$ cat config.mk
export PLATFORM = sky130hd
export DESIGN_NAME = sensor_debounce_flat
export DESIGN_NICKNAME = d
export VERILOG_FILES = /design/src/rtl/sensor_debounce_if.sv /design/src/rtl/sensor_debounce.sv /design/src/flat_wrapper.sv
export SDC_FILE = /design/constraint.sdc
export NUM_CORES = 1
export LEC_CHECK = 0
export ABC_AREA = 1
export CAP_MARGIN = 25
export CORE_UTILIZATION = 44
export DETAILED_ROUTE_END_ITERATION = 7
export PLACE_DENSITY = 0.69
export SYNTH_ARGS = -nofsm -noshare
export SYNTH_HDL_FRONTEND = slang
export SYNTH_SLANG_ARGS = --single-unit
export TNS_END_PERCENT = 30
$ cat constraint.sdc
create_clock -name clock -period 1 [get_ports clock]
set_input_delay 0.25 -clock clock [delete_from_list [all_inputs] [get_ports clock]]
set_output_delay 0.25 -clock clock [all_outputs]
set_load 0.01 [all_outputs]
$ cat src/rtl/sensor_debounce_if.sv
// Sensor bundle between the raw contact inputs and the robot controller.
// The debouncer takes the slave view: it reads the raw_* contacts and drives
// the debounced levels, the changed strobe and the fault flag.
interface sensor_debounce_if;
  logic raw_head;
  logic raw_left;
  logic raw_under;
  logic raw_barrier;
  logic head;
  logic left;
  logic under;
  logic barrier;
  logic changed;
  logic fault;

  modport master (
    output raw_head, raw_left, raw_under, raw_barrier,
    input  head, left, under, barrier, changed, fault
  );

  modport slave (
    input  raw_head, raw_left, raw_under, raw_barrier,
    output head, left, under, barrier, changed, fault
  );
endinterface

$ cat src/rtl/sensor_debounce.sv
// Four-channel contact debouncer for the robot's head/left/under/barrier
// sensors. Each raw contact is synchronized by two flops, then a per-channel
// STABLE/CHECK FSM accepts a new level only after DEBOUNCE_CYCLES consecutive
// samples that disagree with the current output. 'changed' pulses for one
// cycle whenever any output updates.
// Optional feature: define SENSOR_FAULT_EN to add per-channel saturating
// glitch counters and a sticky 'fault' flag raised when any channel rejects
// GLITCH_LIMIT glitches. Without it 'fault' is tied low.
module sensor_debounce #(
  parameter int DEBOUNCE_CYCLES = 4,
  parameter int GLITCH_LIMIT    = 8
) (
  input  logic               clock,
  input  logic               reset,
  sensor_debounce_if.slave   bus
);

  localparam int         NCH        = 4;
  localparam logic [3:0] CNT_LAST   = 4'(DEBOUNCE_CYCLES - 1);

  typedef enum logic {
    STABLE = 1'b0,
    CHECK  = 1'b1
  } state_t;

  if (DEBOUNCE_CYCLES < 2 || DEBOUNCE_CYCLES > 15 ||
      GLITCH_LIMIT < 1 || GLITCH_LIMIT > 15) begin : g_param_check
    $error("sensor_debounce: DEBOUNCE_CYCLES must be 2..15, GLITCH_LIMIT 1..15");
  end

  // Channel order in all vectors: 0 head, 1 left, 2 under, 3 barrier.
  logic [NCH-1:0] raw;
  logic [NCH-1:0] sync_p0;
  logic [NCH-1:0] sync_p1;
  logic [NCH-1:0] lvl;
  logic [NCH-1:0] upd;
  logic           changed_q;

  assign raw = {bus.raw_barrier, bus.raw_under, bus.raw_left, bus.raw_head};

`ifdef SENSOR_FAULT_EN
  localparam logic [3:0] GLITCH_LIM = 4'(GLITCH_LIMIT);

  logic [NCH-1:0] hit;
  logic           fault_q;

  function automatic logic [3:0] sat_inc(input logic [3:0] v);
    return (v == 4'hF) ? v : v + 4'd1;
  endfunction
`endif

  // Two-flop synchronizer on every raw contact before any other use.
  always_ff @(posedge clock or negedge reset) begin
    if (!reset) begin
      sync_p0 <= '0;
      sync_p1 <= '0;
    end else begin
      sync_p0 <= raw;
      sync_p1 <= sync_p0;
    end
  end

  for (genvar ch = 0; ch < NCH; ch++) begin : g_ch
    state_t     state_q;
    state_t     state_d;
    logic [3:0] cnt_q;
    logic [3:0] cnt_d;
    logic       out_q;
    logic       out_d;
    logic       upd_c;
`ifdef SENSOR_FAULT_EN
    logic       glitch_c;
    logic [3:0] gcnt_q;
    logic [3:0] gcnt_d;
`endif

    // Channel state, run counter and debounced level.
    always_ff @(posedge clock or negedge reset) begin
      if (!reset) begin
        state_q <= STABLE;
        cnt_q   <= '0;
        out_q   <= 1'b0;
      end else begin
        state_q <= state_d;
        cnt_q   <= cnt_d;
        out_q   <= out_d;
      end
    end

    // Next state: count disagreeing samples, accept on the last one,
    // and treat an early return to the current level as a glitch.
    always_comb begin
      state_d  = state_q;
      cnt_d    = cnt_q;
      out_d    = out_q;
      upd_c    = 1'b0;
`ifdef SENSOR_FAULT_EN
      glitch_c = 1'b0;
`endif
      case (state_q)
        STABLE: begin
          if (sync_p1[ch] != out_q) begin
            state_d = CHECK;
            cnt_d   = 4'd1;
          end else begin
            cnt_d   = 4'd0;
          end
        end
        CHECK: begin
          if (sync_p1[ch] == out_q) begin
            state_d  = STABLE;
            cnt_d    = 4'd0;
`ifdef SENSOR_FAULT_EN
            glitch_c = 1'b1;
`endif
          end else if (cnt_q >= CNT_LAST) begin
            // Comparing with >= keeps the counter from ever running past
            // the acceptance point.
            out_d   = sync_p1[ch];
            state_d = STABLE;
            cnt_d   = 4'd0;
            upd_c   = 1'b1;
          end else begin
            cnt_d   = cnt_q + 4'd1;
          end
        end
        default: begin
          state_d = STABLE;
          cnt_d   = 4'd0;
        end
      endcase
    end

    assign lvl[ch] = out_q;
    assign upd[ch] = upd_c;

`ifdef SENSOR_FAULT_EN
    assign gcnt_d  = glitch_c ? sat_inc(gcnt_q) : gcnt_q;
    // 'hit' fires only on the edge where the count first arrives at the limit.
    assign hit[ch] = (gcnt_q != GLITCH_LIM) && (gcnt_d == GLITCH_LIM);

    // Saturating count of rejected glitches on this channel.
    always_ff @(posedge clock or negedge reset) begin
      if (!reset) begin
        gcnt_q <= '0;
      end else begin
        gcnt_q <= gcnt_d;
      end
    end
`endif
  end

  // Single registered change strobe shared by all channels.
  always_ff @(posedge clock or negedge reset) begin
    if (!reset) begin
      changed_q <= 1'b0;
    end else begin
      changed_q <= |upd;
    end
  end

`ifdef SENSOR_FAULT_EN
  // Sticky fault flag, cleared only by reset.
  always_ff @(posedge clock or negedge reset) begin
    if (!reset) begin
      fault_q <= 1'b0;
    end else if (|hit) begin
      fault_q <= 1'b1;
    end
  end

  assign bus.fault = fault_q;
`else
  assign bus.fault = 1'b0;
`endif

  assign bus.head    = lvl[0];
  assign bus.left    = lvl[1];
  assign bus.under   = lvl[2];
  assign bus.barrier = lvl[3];
  assign bus.changed = changed_q;

endmodule

$ cat src/flat_wrapper.sv
// flat-port wrapper written by rule: the top's interface ports become plain ports
module sensor_debounce_flat 
#(
  parameter int DEBOUNCE_CYCLES = 4,
  parameter int GLITCH_LIMIT    = 8
)
  (clock, reset, bus_raw_head, bus_raw_left, bus_raw_under, bus_raw_barrier, bus_head, bus_left, bus_under, bus_barrier, bus_changed, bus_fault);
  sensor_debounce_if bus_i ();
  input  logic clock;
  input  logic reset;
  input wire logic [$bits(bus_i.raw_head)-1:0] bus_raw_head;
  input wire logic [$bits(bus_i.raw_left)-1:0] bus_raw_left;
  input wire logic [$bits(bus_i.raw_under)-1:0] bus_raw_under;
  input wire logic [$bits(bus_i.raw_barrier)-1:0] bus_raw_barrier;
  output wire logic [$bits(bus_i.head)-1:0] bus_head;
  output wire logic [$bits(bus_i.left)-1:0] bus_left;
  output wire logic [$bits(bus_i.under)-1:0] bus_under;
  output wire logic [$bits(bus_i.barrier)-1:0] bus_barrier;
  output wire logic [$bits(bus_i.changed)-1:0] bus_changed;
  output wire logic [$bits(bus_i.fault)-1:0] bus_fault;
  assign bus_i.raw_head = bus_raw_head;
  assign bus_i.raw_left = bus_raw_left;
  assign bus_i.raw_under = bus_raw_under;
  assign bus_i.raw_barrier = bus_raw_barrier;
  assign bus_head = bus_i.head;
  assign bus_left = bus_i.left;
  assign bus_under = bus_i.under;
  assign bus_barrier = bus_i.barrier;
  assign bus_changed = bus_i.changed;
  assign bus_fault = bus_i.fault;
  sensor_debounce #(.DEBOUNCE_CYCLES(DEBOUNCE_CYCLES), .GLITCH_LIMIT(GLITCH_LIMIT)) u_core (.clock(clock), .reset(reset), .bus(bus_i));
endmodule
==> run metrics, run 1 <==
grt total ovfl 0; GRT Util Overall 0.169; dominant cells by area after synthesis dfrtp_1, nand2_1, inv_1; Die W 54.7 µm; Mapped Cells 112; GR Util met2 0.285; RSZ-0062 raised after global routing true; Power Dens Cells approximately 2300 nW/µm²; CP max-delay cell dfrtp_1; initial antenna violation count 0; crit path kind reg -> out; root buf cell clkbuf_4; Peak supply drop 1.67 mV; H-tree level count 2; vias in the first global route 831; worst setup margin -0.116 ns; CTS tree built; routed len/inst 10.8 µm; clock sink count 33; worst path cell trace buf_2; I/O pins 12; fin crit period 1.12 ns; Yosys reg bits 33; Ant. Diodes 0; crit-path max cell delay 0.39 ns; Final Non-Filler Cells between 150 and 200; Row Count 18; routability cong. 0.710; CP Buf/Inv Count 1; leakage power slightly below 0.8 nW; Storage cell area 826 µm²; Critical Path End Type output pin; Setup violations, final 18; Worst Skew 0.00363 ns; ANT nets after route 0; drt first pass iters 4; Starting Density 0.480; failing checks negative setup slack; Yosys warning count 0; area of the multi-input gates around 430 µm²; Avg Cell Area, Syn 10.9 µm²; die footprint roughly 3000 µm²; Layout area overhead 31.1%; Worst EP arrival 0.87 ns; top cell type's share of synthesized area 0.676; post-synth top area cell dfrtp_1; Detail Placement HPWL 1240 µm; post-synthesis sequential area ratio 0.676; Worst-Skew Late Latency between 0.3 and 0.4 ns; CP required about 0.75 ns; outcome finished, violations left; Worst Hold Class in -> async; fillers around 220; FMAX between 800 and 900 MHz; nets between 150 and 200; startpoint types register; Clock Path Buffers 2; Die H 54.7 µm; Routed WL about 1900 µm; max_cap viols 0; Placed Instances 165; Port Buffers 10; synthesized area about 1200 µm²; cell family with most CP delay flip-flops; number of remaining DRC errors 0; Clk pin slew, worst setup/hold paths roughly 0.09 ns; total power 3.68 mW; Most Crowded Layer GR met2; layout cells sized above 1 0.361; DR vias 811; Max Slew Vio Count 0; met1 GRT Util 0.164; post-synthesis cell type count 13; Num CTS Buffers 5; largest net degree at the start of global routing 34; via-per-instance ratio 4.58; final period utilization 1.12; final hold vios 0; DRT iter0 DRCs 2; crit path max fanout 2; core region area 2540 µm²; first-pass GRT wire length 3260 µm; met3 usage 0.0833
routing by layer:
metal / wire length (µm) / up-vias
li1: - / 405
met1: 792 / 384
met2: 954 / 17
met3: 104 / 5
met4: 52 / 0
met5: 0 / -
through the flow:
stage	setup slack [ns]	setup TNS (ns)	hold slack (ns)	area (µm²)	utilization
floorplan	-0.0401	-0.176	-0.0456	1250	-
global placement	-0.152	-1.24	0.336	1440	0.565
detailed placement	-0.152	-1.70	0.337	1440	0.565
CTS	-0.142	-1.49	0.279	1580	0.619
global route	-0.191	-2.47	0.283	1600	0.629
finish	-0.116	-1.18	0.283	1600	0.629
final timing paths:
check	cells past startpoint	from	end	slack [ns]
setup / recovery	1	u_core.bus.left	bus_left	-0.12
hold / removal	2	reset	u_core.g_ch[0].cnt_q[1]	0.28
setup reg to reg	5	u_core.g_ch[3].cnt_q[0]	u_core.g_ch[3].cnt_q[0]	-0.10
hold reg to reg	0	u_core.sync_p0[0]	u_core.sync_p1[0]	0.36
max in group asynchronous	2	reset	u_core.sync_p1[2]	0.55
min in group clock	1	bus_raw_barrier	u_core.sync_p0[3]	0.36
layout by cell type (no fill, tap or decap):
cell	count
a21oi_1	1
a21oi_2	7
buf_12	1
buf_2	5
buf_4	6
buf_6	3
clkbuf_4	5
clkbuf_8	2
clkdlybuf4s50_1	5
clkinv_2	1
conb_1	9
dfrtp_1	33
ha_2	4
inv_1	13
inv_2	5
nand2_1	19
nand2_2	7
nand2_4	1
nand3_1	1
nand3_2	3
nor2_1	4
nor3b_1	1
nor3b_2	3
o21ai_0	2
o21ai_1	2
or2_1	4
worst register-to-register path: cells and delay by family (launching register included):
kind	cells	cell delay [ns]
simple gates	2	0.29
fa+ha+maj	1	0.17
flops	1	0.39
compound gates	1	0.11
buf+inv	1	0.07
cell type report:
class / count / share of cell area
clock inverters: 1 / 0.00312
multi-input cells: 68 / 0.266
repair buffers: 20 / 0.109
well taps: 30 / 0.0234
flip-flops and latches: 33 / 0.516
clock buffers: 7 / 0.0406
inverters: 18 / 0.0422
logic make-up (layout without fill, tap and decap cells):
group | Yosys count | after routing | share of synthesized area
buffers and inverters | 19 | 46 | 0.0615
AOI/OAI and AO/OA | 12 | 12 | 0.0615
and+or+nand+nor | 43 | 43 | 0.157
other | 1 | 9 | 0.00307
DFF | 33 | 33 | 0.676
adders and majority gates | 4 | 4 | 0.0410
state kept, by name, summed over array words and instances, names as in the netlist:
signal,flops
u_core.bus.barrier,1
u_core.bus.changed,1
u_core.bus.head,1
u_core.bus.left,1
u_core.bus.under,1
u_core.g_ch.cnt_q,16
u_core.g_ch.state_q,4
u_core.sync_p0,4
u_core.sync_p1,4
Yosys cell counts, drive strengths merged:
library cell	n
a21oi	8
buf	1
conb	1
dfrtp	33
ha	4
inv	18
nand2	27
nand3	4
nor2	4
nor3b	4
o21ai	4
or2	4
timing repair:
action | 4_1_cts | 5_1_grt
buffers inserted | 3 | 2
resized for setup | 51 | 5
hold buffers | 0 | 0
pin swaps | 14 | 6
setup endpoints to repair | 20 | 22
power breakdown:
part / internal (mW) / switching [mW] / total (mW) / leakage (nW)
clock: 0.407 / 0.417 / 0.823 / 0.0413
sequential: 1.61 / 0.202 / 1.81 / 0.405
combinational: 0.509 / 0.534 / 1.04 / 0.344
Note: power is estimated with default switching activity, not from simulation.
==> run 2: changes to the inputs <==
--- a/config.mk
+++ b/config.mk
@@ -9,6 +9,7 @@
 export CAP_MARGIN = 25
 export CORE_UTILIZATION = 44
+export CTS_CLUSTER_DIAMETER = 30
 export DETAILED_ROUTE_END_ITERATION = 7
-export PLACE_DENSITY = 0.69
+export PLACE_DENSITY = 0.67
 export SYNTH_ARGS = -nofsm -noshare
 export SYNTH_HDL_FRONTEND = slang
==> constraint.sdc (replaced) <==
create_clock -name clock -period 1 [get_ports clock]
set_input_delay 0.25 -clock clock [delete_from_list [all_inputs] [get_ports clock]]
set_output_delay 0.25 -clock clock [all_outputs]
set_load 0.1 [all_outputs]
==> run metrics, run 2 (same netlist as run 1, synthesis figures left out) <==
startpoint types register; Clk pin slew, worst setup/hold paths 0.09 ns (about the same); CP max-delay cell dfrtp_4; vias in the first global route 790 (-4.9%); CP Buf/Inv Count 1 (unchanged); Setup violations, final 22 (+4); GRT Util Overall 0.174 (+0.00445); cell family with most CP delay flip-flops; crit path kind reg -> out; max_cap viols 0 (unchanged); layout cells sized above 1 0.455 (+0.0946); Ant. Diodes 0 (unchanged); commonest cells after routing, fill and taps aside dfrtp_1, nand2_1, nand2_2, inv_2, conb_1; Worst Hold Class in -> async; Routed WL 1920 µm (+0.79%); most common cell after layout, fill and taps aside dfrtp_1; first-pass GRT wire length 3430 µm (+5.1%); fillers 203 (-6.0%); Max Slew Vio Count 0 (unchanged); total power 4.65 mW (+26%); critical path startpoint u_core.bus.under; FMAX 807 MHz (-9.9%); Row Count 18 (unchanged); drt first pass iters 4 (unchanged); Clock Path Buffers 2 (unchanged); fin crit period 1.24 ns (+0.123 ns); Num CTS Buffers 5 (unchanged); failing checks negative setup slack; Die W 54.7 µm (unchanged); RSZ-0062 raised after global routing true; routability cong. 0.755 (+6.3%); Critical Path Stages 1 (unchanged); crit-path max cell delay 0.50 ns (+0.11 ns); via-per-instance ratio 4.57 (-0.23%); routed len/inst 11.0 µm (+1.9%); Peak supply drop 2.39 mV (+43%); H-tree level count 2 (unchanged); worst setup margin -0.239 ns (-0.123 ns); Top reg by flops u_core.g_ch.cnt_q; reg2reg end u_core.g_ch[1].cnt_q[0]; R2R setup slack -0.17 ns (-0.07 ns); Layout area overhead 38.3%; CP required 0.75 ns (about the same); final hold vios 0 (unchanged); DR vias 800 (-1.4%); root buf cell clkbuf_4; grt total ovfl 0 (unchanged); crit path max fanout 2 (unchanged); Hold Buf Count CTS 0 (unchanged); Worst EP arrival 0.99 ns (+0.12 ns); I/O pins 12 (unchanged); Critical Path End Type output pin; Port Buffers 10 (unchanged); worst path cell trace buf_12; CTS tree built; setup TNS -3.12 ns (-1.94 ns); ANT nets after route 0 (unchanged); CP endpoint bus_under; max FFs per register 16 (unchanged); Starting Density 0.480 (unchanged); initial antenna violation count 0 (unchanged); final period utilization 1.24 (+0.123); die footprint 2990 µm² (unchanged); outcome finished, violations left; clock sink count 33 (unchanged); Worst-Skew Late Latency 0.31 ns (-0.02 ns); nets 154 (-1.3%); largest net degree at the start of global routing 34 (unchanged); leakage power 0.781 nW (-1.1%); Worst Skew 0.00556 ns (+0.00194 ns); RR Startpoint u_core.g_ch[1].cnt_q[0]; Die H 54.7 µm (unchanged); core region area 2540 µm² (unchanged); number of remaining DRC errors 0 (unchanged); DRT iter0 DRCs 11 (+9); R2R cell count 5 (unchanged); Detail Placement HPWL 1320 µm (+7.0%); Power Dens Cells 2760 nW/µm² (+20%)
run 2: cell type report:
type                    count  area [µm²]  area share
flip-flops and latches     33         842       0.499
clock buffers               8        48.8      0.0289
multi-input cells          68         470       0.279
repair buffers             18         223       0.132
inverters                  18        67.6      0.0400
well taps                  30        37.5      0.0222
run 2: how the worst min path moves through the flow:
| stage | slack (ns) | startpoint | endpoint | cells past startpoint |
|---|---|---|---|---|
| 3_5_place_dp | 0.34 | u_core.sync_p0[1] | u_core.sync_p1[1] | 0 |
| 6_report | 0.29 | reset | u_core.bus.barrier | 2 |
| 2_1_floorplan | -0.05 | reset | u_core.bus.changed | 0 |
| 3_3_place_gp | 0.33 | u_core.sync_p0[0] | u_core.sync_p1[0] | 0 |
| 5_1_grt | 0.28 | reset | u_core.bus.barrier | 2 |
| 4_1_cts | 0.29 | reset | u_core.bus.barrier | 2 |
run 2: layer usage:
metal | GRT usage | vias to the layer above | wire length (µm)
met4 | 0.0769 | 0 | 15
met5 | 0 | - | 0
met2 | 0.265 | 10 | 1000
met1 | 0.212 | 390 | 820
met3 | 0.0750 | 2 | 79
li1 | - | 398 | -
run 2: power by group:
| group | switching [mW] | internal [mW] |
|---|---|---|
| combinational | 1.25 | 0.802 |
| clock | 0.395 | 0.280 |
| sequential | 0.268 | 1.66 |
| total | 1.91 | 2.74 |
run 2: metrics by stage:
stage,hold WS [ns],worst slack (ns),util,cell area [µm²],instances
after floorplan,-0.0456,-0.119,-,1310,120
after global placement,0.333,-0.0999,0.592,1510,160
after detailed placement,0.341,-0.175,0.592,1510,160
after CTS,0.287,-0.256,0.648,1650,174
after global routing,0.284,-0.287,0.664,1690,175
final,0.293,-0.239,0.664,1690,175
run 2: repair_timing:
item	CTS	global route
hold endpoints to repair	0	0
pin swaps	6	9
setup endpoints to repair	20	22
gates resized for setup	17	14
setup buffers	6	1
